[config.mk]
export PLATFORM = sky130hd
export DESIGN_NAME = gb_wave_ram_controller
export DESIGN_NICKNAME = d
export VERILOG_FILES = /design/src/rtl/gb_wave_ram_controller.sv
export SDC_FILE = /design/constraint.sdc
export NUM_CORES = 1
export LEC_CHECK = 0
export ABC_AREA = 0
export BUFFER_PORTS_ARGS = -buffer_cell sky130_fd_sc_hd__buf_2
export CAP_MARGIN = 20
export CELL_PAD_IN_SITES_DETAIL_PLACEMENT = 1
export CELL_PAD_IN_SITES_GLOBAL_PLACEMENT = 2
export CORE_UTILIZATION = 46
export DETAILED_ROUTE_END_ITERATION = 10
export GPL_ROUTABILITY_DRIVEN = 0
export PLACE_DENSITY_LB_ADDON = 0.1
export SETUP_SLACK_MARGIN = 0.5
export SLEW_MARGIN = 25
export SYNTH_ARGS = -nofsm -noshare
export SYNTH_HDL_FRONTEND = slang
export SYNTH_SLANG_ARGS = --single-unit
[constraint.sdc]
create_clock -name clk -period 3 [get_ports clk]
set_input_delay 0.15 -clock clk [delete_from_list [all_inputs] [get_ports clk]]
set_output_delay 0.15 -clock clk [all_outputs]
set_load 0.02 [all_outputs]
[src/rtl/gb_wave_ram_controller.sv]
// Channel 3 wave RAM: a 16-byte store whose single access port is shared between
// CPU register accesses and the channel's sample fetches.
module gb_wave_ram_controller (
  input  logic       clk,
  input  logic       reset,
  input  logic       cpu_req,
  input  logic       cpu_we,
  input  logic [3:0] cpu_addr,
  input  logic [7:0] cpu_wdata,
  output logic       cpu_ready,
  output logic       cpu_rvalid,
  output logic [7:0] cpu_rdata,
  input  logic       ch_on,
  input  logic [3:0] ch_addr,
  output logic [7:0] wave_data
);

  typedef enum logic [1:0] {IDLE, FETCH, CPU} state_t;

  state_t     state_reg, state_next;
  logic [7:0] mem_reg [16];
  logic [3:0] fetch_addr_reg;
  logic       init_reg;
  logic       ch_on_reg;
  logic       pend_reg;
  logic       pend_we_reg;
  logic [3:0] pend_addr_reg;
  logic [7:0] pend_wdata_reg;

  logic       fetch_pend;
  logic       mem_we;
  logic [3:0] mem_waddr;
  logic [3:0] mem_raddr;
  logic [7:0] mem_rdata;

  assign cpu_ready = ~pend_reg;

  // A fetch in progress already tracks ch_addr, so the compare only matters outside FETCH.
  always_comb begin
    fetch_pend = (state_reg != FETCH) &&
                 (init_reg || (ch_on && !ch_on_reg) || (ch_addr != fetch_addr_reg));
  end

  always_comb begin
    state_next = IDLE;
    if (fetch_pend) begin
      state_next = FETCH;
    end else if (pend_reg && state_reg != CPU) begin
      state_next = CPU;
    end
  end

  always_ff @(posedge clk or negedge reset) begin
    if (!reset) begin
      state_reg <= IDLE;
    end else begin
      state_reg <= state_next;
    end
  end

  // While the channel plays, CPU writes land on the byte being played.
  always_comb begin
    mem_we    = 1'b0;
    mem_waddr = pend_addr_reg;
    if (state_reg == CPU && pend_we_reg) begin
      mem_we    = 1'b1;
      mem_waddr = ch_on ? fetch_addr_reg : pend_addr_reg;
    end
  end

  assign mem_raddr = (state_reg == FETCH) ? ch_addr : pend_addr_reg;
  assign mem_rdata = mem_reg[mem_raddr];

  always_ff @(posedge clk or negedge reset) begin
    if (!reset) begin
      for (int i = 0; i < 16; i++) begin
        mem_reg[i] <= 8'h00;
      end
    end else if (mem_we) begin
      mem_reg[mem_waddr] <= pend_wdata_reg;
    end
  end

  always_ff @(posedge clk or negedge reset) begin
    if (!reset) begin
      fetch_addr_reg <= 4'h0;
      init_reg       <= 1'b1;
      ch_on_reg      <= 1'b0;
      pend_reg       <= 1'b0;
      pend_we_reg    <= 1'b0;
      pend_addr_reg  <= 4'h0;
      pend_wdata_reg <= 8'h00;
      wave_data      <= 8'h00;
      cpu_rdata      <= 8'h00;
      cpu_rvalid     <= 1'b0;
    end else begin
      init_reg   <= 1'b0;
      ch_on_reg  <= ch_on;
      cpu_rvalid <= 1'b0;

      if (!pend_reg && cpu_req) begin
        pend_reg       <= 1'b1;
        pend_we_reg    <= cpu_we;
        pend_addr_reg  <= cpu_addr;
        pend_wdata_reg <= cpu_wdata;
      end

      case (state_reg)
        FETCH: begin
          wave_data      <= mem_rdata;
          fetch_addr_reg <= ch_addr;
        end
        CPU: begin
          pend_reg <= 1'b0;
          if (!pend_we_reg) begin
            cpu_rvalid <= 1'b1;
            cpu_rdata  <= ch_on ? wave_data : mem_rdata;
          end else if (ch_on || pend_addr_reg == fetch_addr_reg) begin
            wave_data <= pend_wdata_reg;
          end
        end
        default: begin
        end
      endcase
    end
  end

endmodule

==> metrics.md <==
| Metric | Value |
|---|---|
| Unrepaired setup endpoints after global routing | true |
| Post-synth net total | 632 |
| Slew margin rel. | 40.3% |
| Busiest layer in global routing | met2 |
| YS warnings | 0 |
| Fin crit share | 80.2% |
| Clock power frac | 22.4% |
| H-Tree Level Count | 4 |
| Critical Path Source | state_reg[1] |
| Max reg flops | 128 |
| Ys async rst share | 100% |
| Switching share of power | 37.3% |
| Post-synthesis adder-cell area fraction | 0% |
| Routed WL | 21,400 um |
| Post-synthesis mux area share | 29.1% |
| CTS Buf Count | 17 |
| Most common cell after layout, fill and taps aside | dfrtp_1 |
| Peak supply drop | 0.502 mV |
| N_diodes | 0 |
| Vias/cell | 5.74 |
| Top Ports | 39 |
| Fin. Hold Viols | 0 |
| Drt wl/cell | 23.6 um |
| Die H | 132 um |
| Die extent in x | 132 um |
| Crit Path Class | reg2reg |
| Dpl hpwl | 13,800 um |
| Max_cap viols | 0 |
| Area delta synth->final | 18.6% |
| DR pass1 iterations | 4 |
| Least-Margin Pin Slew | 0.896 ns |
| Reg2Reg Setup Slack | 0.59 ns |
| Post-Syn Area per Cell | 12.7 sq um |
| Post-Synth XOR/XNOR Area | 0.900% |
| Share of cells above drive strength 1 | 40.2% |
| Reg clk slew, reported paths | 0.06 ns |
| Max Slew Vio Count | 0 |
| Yosys top cell area share | 53.4% |
| Seq/Total Area, Yosys | 53.7% |
| CP Cell Sequence | nand2b_4 -> mux2i_4 -> buf_6 -> buf_16 -> buf_4 -> mux2i_1 -> o22ai_1 -> nor4_4 -> a21oi_1 |
| Initial antenna violation count | 0 |
| Post-synthesis compound-gate area fraction | 5.82% |
| Clk_skew | 0.0132 ns |
| Logic pwr share | 36.8% |
| Final setup vio count | 0 |
| Critical-path top delay cell | dfrtp_1 |
| Post-Synth Simple-Gate Area | 7.54% |
| Die ar. | 17,500 sq um |
| Grt ovf | 0 |
| End of the worst hold path | fetch_addr_reg[0] |
| Std-Cell Rows | 47 |
| DP Worst Slack | 0.214 ns |
| Outcome | completed |
| CP max stage delay | 0.40 ns |
| Fmax | 416 MHz |
| Pint | 0.00633 W |
| Top cells by area, synth | dfrtp_1, mux2_2, mux2i_1 |
| Fill cells | 1,692 |
| ANT nets after route | 0 |
| Commonest cells after routing, fill and taps aside | dfrtp_1, mux2_2, mux2i_1 |
| RR Endpoint | wave_data[7] |
| Worst setup EP type | flop |
| FF-to-FF path depth | 9 |
| TritonCTS clock tree | built |
| TNS Setup | 0 ns |
| Leak | 4.41 nW |
| Root Buffer Master | clkbuf_16 |
| Cells after Synth | 611 |
| Seq pwr share | 40.9% |
| Top_reg_cell synth | dfrtp_1 |
| Largest net degree at the start of global routing | 93 |
| Crit path DAT | 2.71 ns |
| Met2 usage | 42.5% |
| Mapped Area | 7790 sq um |
| Power Total | 0.0101 W |
| Fin util | 55.7% |
| Total number of vias | 5,206 |
| Largest family of logic cells by synthesized area | multiplexers |
| Synth area leader | dfrtp_1 |
| Initial drt markers | 310 |
| Initial Util | 47.0% |
| Port Buffers | 38 |
| GR Layer Usage met1 | 36.2% |
| Hold Slack | 0.0130 ns |
| First-pass GRT wire length | 34,100 um |
| Core box area | 16,600 sq um |
| Critical path required time | 3.30 ns |
| Worst setup margin | 0.594 ns |
| Pwr Density | 1090 nW/um^2 |
| Register bit total from synthesis | 167 |
| Crit path max fanout | 19 |
| Library cells used by synthesis | 43 |
| Hold_sp | ch_addr[0] |
| Hold path cells | 3 |
| Final net count | 696 |
| NetSw | 0.00376 W |
| Vias in the first global route | 5,599 |
| M3 GR Usage | 4.77% |
| Max clock buf depth | 2 |
| Crit start category | flop |
| DRC viols | 0 |
| GRT Total Usage | 26.5% |
| TritonCTS sink count | 167 |
| Clk_lat worst skew | 0.43 ns |
| Worst flop-to-flop path startpoint | state_reg[1] |
| Final min period | 2.41 ns |
| Hold crit path type | in2reg |
| Number of flops mapped to enable cells by yosys | 0 |
## worst max-delay path, delay by kind of cell, from the launching register on
kind | cells | cell delay (ns)
muxes | 2 | 0.55
buffers and inverters | 3 | 0.49
DFF | 1 | 0.40
AOI/OAI and AO/OA | 2 | 0.26
and+or+nand+nor | 2 | 0.56
## cell usage after synthesis (2+ instances only)
library cell / n
o22ai_1: 32
nand2b_1: 8
o21ai_1: 12
nor2b_1: 5
nand3_1: 2
nor4_1: 3
xor2_1: 3
nand3b_1: 3
inv_1: 4
a31oi_1: 2
nor3_4: 2
xnor2_1: 5
dfrtp_1: 166
clkbuf_1: 20
nor3_1: 4
buf_4: 2
nand2_1: 39
o21ai_0: 11
buf_2: 6
a21oi_1: 20
mux2i_1: 67
and3_1: 8
mux2_2: 142
nor4_2: 5
nor2_1: 16
buf_6: 7
## metal layers
layer  up-vias  share of wire (%)
met5         -                  0
met4         0                2.0
met1      2731                 46
met3        22                3.6
li1       2345                  -
met2       108                 49
## cells by family (layout without fill, tap and decap cells)
| kind of cell | Yosys count | count (layout) |
|---|---|---|
| xor+xnor | 8 | 8 |
| buf+inv | 41 | 117 |
| other cells | 1 | 1 |
| mux | 209 | 209 |
| flops | 167 | 167 |
| simple gates | 105 | 105 |
| compound gates | 80 | 80 |
## metrics by stage
| step | cells | cell area, sq um |
|---|---|---|
| global placement | 847 | 8210 |
| finish | 907 | 9230 |
| global route | 907 | 9230 |
| detailed placement | 847 | 8210 |
| CTS | 898 | 9060 |
| floorplan | 611 | 7790 |
## repair_timing
item,4_1_cts,5_1_grt
setup endpoints to repair,16,72
endpoints found under the hold margin,103,0
pin swaps,4,2
hold buffers,15,0
gates resized for setup,5,24
gates cloned,2,0
buffers inserted,3,9
## cell type report
type | count | area, sq um | share of cell area [%]
clock buffer | 18 | 429 | 4.65
timing repair buffer | 82 | 667 | 7.22
multi-input combinational | 403 | 3490 | 37.8
tap | 220 | 275 | 2.98
sequential | 167 | 4180 | 45.3
inverter | 4 | 15.0 | 0.163
clock inverter | 13 | 171 | 1.86
## worst max path at each step
stage / end / slack [ns] / cells past startpoint
after detailed placement: wave_data[1] / 0.21 / 8
after global routing: mem_reg[77] / 0.49 / 5
final: wave_data[7] / 0.59 / 9
after global placement: wave_data[1] / 0.33 / 8
after CTS: wave_data[4] / 0.48 / 8
after floorplan: wave_data[0] / 0.97 / 9
## power by group through the flow
| stage | Clock [W] | Sequential [W] | Combinational, W |
|---|---|---|---|
| after floorplan | 0 | 0.00364 | 0.00261 |
| after global placement | 0 | 0.00406 | 0.00315 |
| after detailed placement | 0 | 0.00413 | 0.00325 |
| after CTS | 0.00230 | 0.00411 | 0.00351 |
| after global routing | 0.00238 | 0.00426 | 0.00398 |
| final | 0.00226 | 0.00412 | 0.00371 |
No activity file was read; power rests on OpenSTA's default activity.
